[src/rtl/vga_timing_pkg.sv]
// Shared raster timing definitions for the VGA sync generator.
//   phase_t     : position of an axis within its line/frame (active, porches, sync)
//   DEF_*       : default 640x480@60 timing, in pixels (horizontal) or lines (vertical)
//   axis_total  : full period of an axis from its four segment lengths
package vga_timing_pkg;

  typedef enum logic [1:0] {
    ACT   = 2'd0,
    FRONT = 2'd1,
    SYNC  = 2'd2,
    BACK  = 2'd3
  } phase_t;

  localparam int unsigned POS_W = 10;

  localparam int unsigned DEF_H_ACTIVE = 640;
  localparam int unsigned DEF_H_FP     = 16;
  localparam int unsigned DEF_H_SYNC   = 96;
  localparam int unsigned DEF_H_BP     = 48;
  localparam int unsigned DEF_V_ACTIVE = 480;
  localparam int unsigned DEF_V_FP     = 10;
  localparam int unsigned DEF_V_SYNC   = 2;
  localparam int unsigned DEF_V_BP     = 33;

  function automatic int unsigned axis_total(input int unsigned active,
                                             input int unsigned fp,
                                             input int unsigned sync,
                                             input int unsigned bp);
    return active + fp + sync + bp;
  endfunction

  localparam int unsigned DEF_H_TOTAL = axis_total(DEF_H_ACTIVE, DEF_H_FP, DEF_H_SYNC, DEF_H_BP);
  localparam int unsigned DEF_V_TOTAL = axis_total(DEF_V_ACTIVE, DEF_V_FP, DEF_V_SYNC, DEF_V_BP);

endpackage

[src/rtl/vga_sync_generator_if.sv]
// Raster timing bundle driven by vga_sync_generator.
//   HSYNC/VSYNC  : active-low syncs
//   blank_n      : high inside the visible area
//   count        : pixel phase within an 8-pixel cell (x[2:0])
//   x/y          : current pixel position
//   line_start   : high while x==0
//   frame_start  : high while x==0 and y==0
// master = generator side, slave = display/character pipeline side.
interface vga_sync_generator_if;
  import vga_timing_pkg::*;

  logic             HSYNC;
  logic             VSYNC;
  logic             blank_n;
  logic [2:0]       count;
  logic [POS_W-1:0] x;
  logic [POS_W-1:0] y;
  logic             line_start;
  logic             frame_start;

  modport master (
    output HSYNC, VSYNC, blank_n, count, x, y, line_start, frame_start
  );

  modport slave (
    input HSYNC, VSYNC, blank_n, count, x, y, line_start, frame_start
  );

endinterface

[src/rtl/sync_axis_counter.sv]
// One raster axis: position counter plus a four-phase FSM (ACT/FRONT/SYNC/BACK).
//   clk, rst_n     : clock, async active-low reset
//   i_advance      : step the axis by one position this cycle
//   o_position     : registered position, 0..TOTAL-1
//   o_phase_nxt    : phase the axis holds after this edge (for aligned registration upstream)
//   o_sync_n       : registered active-low sync, low throughout the SYNC phase
//   o_wrap         : this edge returns the position to 0
module sync_axis_counter
  import vga_timing_pkg::*;
#(
  parameter int unsigned ACTIVE = DEF_H_ACTIVE,
  parameter int unsigned FP     = DEF_H_FP,
  parameter int unsigned SYNC   = DEF_H_SYNC,
  parameter int unsigned BP     = DEF_H_BP
) (
  input  logic             clk,
  input  logic             rst_n,
  input  logic             i_advance,
  output logic [POS_W-1:0] o_position,
  output phase_t           o_phase_nxt,
  output logic             o_sync_n,
  output logic             o_wrap
);

  localparam int unsigned TOTAL = axis_total(ACTIVE, FP, SYNC, BP);

  // Last position of each phase.
  localparam logic [POS_W-1:0] LAST_ACT   = POS_W'(ACTIVE - 1);
  localparam logic [POS_W-1:0] LAST_FRONT = POS_W'(ACTIVE + FP - 1);
  localparam logic [POS_W-1:0] LAST_SYNC  = POS_W'(ACTIVE + FP + SYNC - 1);
  localparam logic [POS_W-1:0] LAST_BACK  = POS_W'(TOTAL - 1);

  logic [POS_W-1:0] r_position;
  logic [POS_W-1:0] w_position_nxt;
  phase_t           r_phase;
  phase_t           w_phase_nxt;
  logic             r_sync_n;

  always_ff @(posedge clk or negedge rst_n) begin
    if (!rst_n) begin
      r_position <= '0;
      r_phase    <= vga_timing_pkg::ACT;
      r_sync_n   <= 1'b1;
    end else begin
      r_position <= w_position_nxt;
      r_phase    <= w_phase_nxt;
      r_sync_n   <= (w_phase_nxt != vga_timing_pkg::SYNC);
    end
  end

  always_comb begin
    w_position_nxt = r_position;
    w_phase_nxt    = r_phase;
    if (i_advance) begin
      w_position_nxt = (r_position == LAST_BACK) ? '0 : r_position + 1'b1;
      case (r_phase)
        vga_timing_pkg::ACT:   if (r_position == LAST_ACT)   w_phase_nxt = vga_timing_pkg::FRONT;
        vga_timing_pkg::FRONT: if (r_position == LAST_FRONT) w_phase_nxt = vga_timing_pkg::SYNC;
        vga_timing_pkg::SYNC:  if (r_position == LAST_SYNC)  w_phase_nxt = vga_timing_pkg::BACK;
        vga_timing_pkg::BACK:  if (r_position == LAST_BACK)  w_phase_nxt = vga_timing_pkg::ACT;
        // Corrupted state: restart the axis at the start of the active phase.
        default: begin
          w_phase_nxt    = vga_timing_pkg::ACT;
          w_position_nxt = '0;
        end
      endcase
    end
  end

  assign o_position  = r_position;
  assign o_phase_nxt = w_phase_nxt;
  assign o_sync_n    = r_sync_n;
  // Covers both the natural wrap and the recovery restart.
  assign o_wrap      = i_advance && (w_position_nxt == '0);

endmodule

[src/rtl/vga_sync_generator.sv]
// VGA raster timing source: horizontal and vertical axis counters with
// registered, mutually aligned sync, blanking, phase and position outputs.
//   clock     : system clock
//   reset_n   : async active-low reset, forces position (0,0)
//   pixel_en  : pixel-rate enable; nothing changes while low
//   vga       : raster timing bundle (master side)
module vga_sync_generator
  import vga_timing_pkg::*;
#(
  parameter int unsigned H_ACTIVE = DEF_H_ACTIVE,
  parameter int unsigned H_FP     = DEF_H_FP,
  parameter int unsigned H_SYNC   = DEF_H_SYNC,
  parameter int unsigned H_BP     = DEF_H_BP,
  parameter int unsigned V_ACTIVE = DEF_V_ACTIVE,
  parameter int unsigned V_FP     = DEF_V_FP,
  parameter int unsigned V_SYNC   = DEF_V_SYNC,
  parameter int unsigned V_BP     = DEF_V_BP
) (
  input  logic                   clock,
  input  logic                   reset_n,
  input  logic                   pixel_en,
  vga_sync_generator_if.master   vga
);

  logic [POS_W-1:0] w_h_pos;
  logic [POS_W-1:0] w_v_pos;
  phase_t           w_h_phase_nxt;
  phase_t           w_v_phase_nxt;
  logic             w_h_sync_n;
  logic             w_v_sync_n;
  logic             w_h_wrap;
  logic             w_v_wrap;

  logic             r_blank_n;
  logic             r_line_start;
  logic             r_frame_start;

  sync_axis_counter #(
    .ACTIVE (H_ACTIVE),
    .FP     (H_FP),
    .SYNC   (H_SYNC),
    .BP     (H_BP)
  ) u_h_axis (
    .clk         (clock),
    .rst_n       (reset_n),
    .i_advance   (pixel_en),
    .o_position  (w_h_pos),
    .o_phase_nxt (w_h_phase_nxt),
    .o_sync_n    (w_h_sync_n),
    .o_wrap      (w_h_wrap)
  );

  // The vertical axis steps once per line, on the horizontal wrap.
  sync_axis_counter #(
    .ACTIVE (V_ACTIVE),
    .FP     (V_FP),
    .SYNC   (V_SYNC),
    .BP     (V_BP)
  ) u_v_axis (
    .clk         (clock),
    .rst_n       (reset_n),
    .i_advance   (w_h_wrap),
    .o_position  (w_v_pos),
    .o_phase_nxt (w_v_phase_nxt),
    .o_sync_n    (w_v_sync_n),
    .o_wrap      (w_v_wrap)
  );

  // Flags are registered from the axes' next-state values so they update on
  // the same edge as the positions and syncs.
  always_ff @(posedge clock or negedge reset_n) begin
    if (!reset_n) begin
      r_blank_n     <= 1'b1;
      r_line_start  <= 1'b1;
      r_frame_start <= 1'b1;
    end else if (pixel_en) begin
      r_blank_n     <= (w_h_phase_nxt == ACT) && (w_v_phase_nxt == ACT);
      r_line_start  <= w_h_wrap;
      r_frame_start <= w_h_wrap && w_v_wrap;
    end
  end

  assign vga.HSYNC       = w_h_sync_n;
  assign vga.VSYNC       = w_v_sync_n;
  assign vga.blank_n     = r_blank_n;
  assign vga.count       = w_h_pos[2:0];
  assign vga.x           = w_h_pos;
  assign vga.y           = w_v_pos;
  assign vga.line_start  = r_line_start;
  assign vga.frame_start = r_frame_start;

endmodule

[src/flat_wrapper.sv]
// flat-port wrapper written by rule: the top's interface ports become plain ports
module vga_sync_generator_flat import vga_timing_pkg::*;
#(
  parameter int unsigned H_ACTIVE = DEF_H_ACTIVE,
  parameter int unsigned H_FP     = DEF_H_FP,
  parameter int unsigned H_SYNC   = DEF_H_SYNC,
  parameter int unsigned H_BP     = DEF_H_BP,
  parameter int unsigned V_ACTIVE = DEF_V_ACTIVE,
  parameter int unsigned V_FP     = DEF_V_FP,
  parameter int unsigned V_SYNC   = DEF_V_SYNC,
  parameter int unsigned V_BP     = DEF_V_BP
)
  (clock, reset_n, pixel_en, vga_HSYNC, vga_VSYNC, vga_blank_n, vga_count, vga_x, vga_y, vga_line_start, vga_frame_start);
  vga_sync_generator_if vga_i ();
  input  logic clock;
  input  logic reset_n;
  input  logic pixel_en;
  output wire logic [$bits(vga_i.HSYNC)-1:0] vga_HSYNC;
  output wire logic [$bits(vga_i.VSYNC)-1:0] vga_VSYNC;
  output wire logic [$bits(vga_i.blank_n)-1:0] vga_blank_n;
  output wire logic [$bits(vga_i.count)-1:0] vga_count;
  output wire logic [$bits(vga_i.x)-1:0] vga_x;
  output wire logic [$bits(vga_i.y)-1:0] vga_y;
  output wire logic [$bits(vga_i.line_start)-1:0] vga_line_start;
  output wire logic [$bits(vga_i.frame_start)-1:0] vga_frame_start;
  assign vga_HSYNC = vga_i.HSYNC;
  assign vga_VSYNC = vga_i.VSYNC;
  assign vga_blank_n = vga_i.blank_n;
  assign vga_count = vga_i.count;
  assign vga_x = vga_i.x;
  assign vga_y = vga_i.y;
  assign vga_line_start = vga_i.line_start;
  assign vga_frame_start = vga_i.frame_start;
  vga_sync_generator #(.H_ACTIVE(H_ACTIVE), .H_FP(H_FP), .H_SYNC(H_SYNC), .H_BP(H_BP), .V_ACTIVE(V_ACTIVE), .V_FP(V_FP), .V_SYNC(V_SYNC), .V_BP(V_BP)) u_core (.clock(clock), .reset_n(reset_n), .pixel_en(pixel_en), .vga(vga_i));
endmodule
[config.mk]
export PLATFORM = sky130hd
export DESIGN_NAME = vga_sync_generator_flat
export DESIGN_NICKNAME = d
export VERILOG_FILES = /design/src/rtl/vga_timing_pkg.sv /design/src/rtl/vga_sync_generator_if.sv /design/src/rtl/sync_axis_counter.sv /design/src/rtl/vga_sync_generator.sv /design/src/flat_wrapper.sv
export SDC_FILE = /design/constraint.sdc
export NUM_CORES = 1
export LEC_CHECK = 0
export BUFFER_PORTS_ARGS = -buffer_cell sky130_fd_sc_hd__clkbuf_2
export CAP_MARGIN = 20
export CORE_MARGIN = 2
export CORE_UTILIZATION = 40
export DETAILED_ROUTE_END_ITERATION = 16
export GPL_TIMING_DRIVEN = 0
export PLACE_DENSITY = 0.69
export SYNTH_ARGS = -nofsm -noshare
export SYNTH_HDL_FRONTEND = slang
export SYNTH_SLANG_ARGS = --single-unit
[constraint.sdc]
create_clock -name clock -period 5.2 [get_ports clock]
set_input_delay 1.56 -clock clock [delete_from_list [all_inputs] [get_ports clock]]
set_output_delay 1.56 -clock clock [all_outputs]
set_load 0.1 [all_outputs]
==> results.py <==
metrics = {
    "cells_and_area": {
        "drive_above_1_share": 0.347,
        "syn_to_final_growth_pct": 16.2,
        "nNetsFinal": 245,
        "fillCellCount": 461,
        "diodes": 0,
    },
    "clocking": {
        "tritoncts.num_buffers": 5,
        "post_cts_buffers": 0,
        "cts-htree-levels": 2,
        "cts.reportedPaths.clkPinSlew_ps": 70,
        "cts_hold_repair.buffers": 0,
        "cts_resized": 0,
        "tritoncts": "done",
        "clock_latency_ps": 290,
        "clock-root-buffer": "clkbuf_8",
        "clock_path_buffers": 2,
        "clock-sinks": 29,
    },
    "timing": {
        "setup_viol": 0,
        "skew_ps": 7.74,
        "fin_crit_sh": 0.650,
        "timing.final.ws_setup_ps": 1820,
        "worst_pin_slew_ps": 728,
        "fin_tns_setup_ps": 0,
        "drv_slew": 0,
        "rsz0062_at_grt": "no",
        "min_period_ps": 3380,
        "max_freq_ghz": 0.296,
        "slew_headroom": 0.515,
        "finalHoldViolCount": 0,
    },
    "floorplan": {
        "chipWidth_um": 73.9,
        "row_count": 25,
        "io_pins": 31,
        "die_y_um": 73.9,
        "dieArea_sq_mm": 0.00546,
        "start_util": 0.414,
        "core_sq_mm": 0.00472,
    },
    "routing": {
        "wl_per_cell_um": 13.4,
        "vias": 1611,
        "drt-total-wl_um": 4100,
        "vias_per_cell": 5.26,
        "first_pass_iters": 4,
        "drc": 0,
        "final_antenna_net_count": 0,
        "drt-initial-drc-count": 107,
    },
    "power_and_ir_drop": {
        "cellInternalPower_mw": 0.535,
        "pwr-share-comb": 0.594,
        "p_switching_mw": 0.733,
        "power_leakage_nw": 0.979,
        "ir_worst_vdd_mv": 0.437,
        "p_seq_frac": 0.260,
        "pwr-share-clk": 0.146,
        "power_density_mw_per_mm2": 559,
        "sw_frac_of_total": 0.578,
    },
    "placed_design": {
        "gp_congestion": 0.832,
        "port_buffers": 30,
        "dp_hpwl_um": 2940,
        "place_ws_ps": 1520,
    },
    "grt": {
        "antenna_found_initial": 0,
        "grt_pass1_wl_um": 7050,
        "grt_pass1_vias": 1552,
        "grt_overflow": 0,
        "grt_max_degree": 30,
        "grt_usage": 0.169,
    },
    "synth": {
        "ys_warn_count": 0,
        "ys_seq_elements": 29,
        "synthArstFlopShare": 1.00,
        "yosysUniqueCellTypes": 65,
        "yosysSeqAreaShare": 0.375,
        "synth_edf_count": 0,
        "synth_area_sq_mm": 0.00195,
        "syn_inst": 201,
        "syn_area_per_cell_sq_um": 9.72,
        "synthFlopType": "dfrtp_1",
        "syn_nets": 208,
    },
    "setup_path": {
        "cp_max_fo": 10,
        "end_kind": "flop",
        "r2r_cells": 10,
        "crit_path_start_kind": "primary input",
        "slowest_stage": "or4_4",
        "cp.depth": 10,
        "critPathKind": "primary input to flop",
        "rrSetupSlack_ps": 2610,
        "worst-path-buf-inv": 3,
        "timing.rr.start": "u_core.u_h_axis.o_position[0]",
        "slowest_delay_ps": 570,
        "timing.rr.end": "u_core.u_v_axis.o_position[4]",
        "crit_required_ps": 5380,
        "arrival_ps": 3560,
        "path_cells": "clkbuf_2 -> clkbuf_8 -> nand4_2 -> or4_4 -> a21oi_4 -> nor3_2 -> and3_4 -> buf_6 -> nand2_1 -> mux2_2",
        "crit_path_end": "u_core.u_v_axis.o_position[4]",
        "crit_path_start": "pixel_en",
        "crit_family": "simple AND/OR/NAND/NOR gates",
    },
    "outcome": {
        "outcome": "finished, final reports clean",
    },
    "run": {
        "maxCapViolCount": 0,
    },
    "hold_path": {
        "hold_class": "flop to flop",
    },
}
flip-flops by register name (all words and copies together) (netlist names):
| register | cells |
|---|---|
| u_core.vga.blank_n | 1 |
| u_core.vga.line_start | 1 |
| u_core.u_v_axis.o_sync_n | 1 |
| u_core.vga.frame_start | 1 |
| u_core.u_v_axis.o_position | 10 |
| u_core.u_v_axis.r_phase | 2 |
| u_core.u_h_axis.o_sync_n | 1 |
| u_core.u_h_axis.r_phase | 2 |
| u_core.u_h_axis.o_position | 10 |
synth_stat cells (6+ instances only):
library cell	count	area [sq um]
o21ai_0	10	50.1
nor2_1	15	56.3
inv_1	8	30.0
xnor2_1	6	52.6
nand3_1	7	35.0
dfrtp_1	24	601
a21oi_1	8	40.0
nand2_1	18	67.6
buf_2	6	30.0
per-layer routing:
metal	wire, um	GRT usage	vias to the layer above
met5	0	0	-
met4	62	0.0747	0
met3	164	0.0439	6
met2	2000	0.278	37
met1	1870	0.208	768
li1	-	-	800
cell families (layout without fill, tap and decap cells):
logic type	Yosys count	after routing	synth area share
multiplexers	3	3	0.0173
flip-flops	29	29	0.375
buffers and inverters	24	62	0.0813
XOR/XNOR	9	9	0.0403
adder cells (fa/ha/maj)	4	4	0.0256
AO/OA/AOI/OAI	47	47	0.185
AND/OR/NAND/NOR	85	85	0.276
placed cells by master (no fill, tap or decap), types with 4 or more instances in the layout:
cell type	count
a21oi_1	8
a31oi_1	5
buf_2	6
buf_4	5
clkbuf_2	30
clkbuf_8	7
dfrtp_1	24
dfstp_2	5
ha_1	4
inv_1	8
nand2_1	18
nand3_1	7
nor2_1	15
nor3_1	5
o21ai_0	10
xnor2_1	6
power by group through the flow:
stage / Clock, mW / Sequential, mW / Combinational (mW)
after floorplan: 0 / 0.620 / 0.347
after global placement: 0 / 0.334 / 0.747
after detailed placement: 0 / 0.333 / 0.752
after CTS: 0.189 / 0.330 / 0.756
after global routing: 0.201 / 0.338 / 0.796
final: 0.185 / 0.330 / 0.754
worst min path at each step:
stage | end | from | cells past startpoint
4_1_cts | u_core.vga.frame_start | u_core.vga.frame_start | 1
2_1_floorplan | u_core.u_h_axis.r_phase[0] | u_core.u_h_axis.r_phase[0] | 1
5_1_grt | u_core.vga.frame_start | u_core.vga.frame_start | 1
3_3_place_gp | u_core.vga.frame_start | u_core.vga.frame_start | 1
3_5_place_dp | u_core.vga.frame_start | u_core.vga.frame_start | 1
6_report | u_core.vga.frame_start | u_core.vga.frame_start | 1
cell type report:
class                           count  area, sq um  area share
Multi-Input combinational cell    148         1060       0.468
Clock inverter                      2         10.0     0.00441
Inverter                            8         30.0      0.0132
Timing Repair Buffer               30          150      0.0661
Buffer                             16          129      0.0567
Tap cell                           67         83.8      0.0369
Sequential cell                    29          732       0.322
Clock buffer                        6         72.6      0.0320
stage by stage:
stage / total power, mW / area (sq um) / utilization / cells / hold WS (ps)
CTS: 1.28 / 2270 / 0.481 / 306 / 484
detailed placement: 1.09 / 2190 / 0.463 / 298 / 474
floorplan: 0.967 / 1950 / - / 201 / 550
finish: 1.27 / 2270 / 0.481 / 306 / 484
global route: 1.33 / 2270 / 0.481 / 306 / 501
global placement: 1.08 / 2190 / 0.463 / 298 / 467
Note: power is estimated with default switching activity, not from simulation.
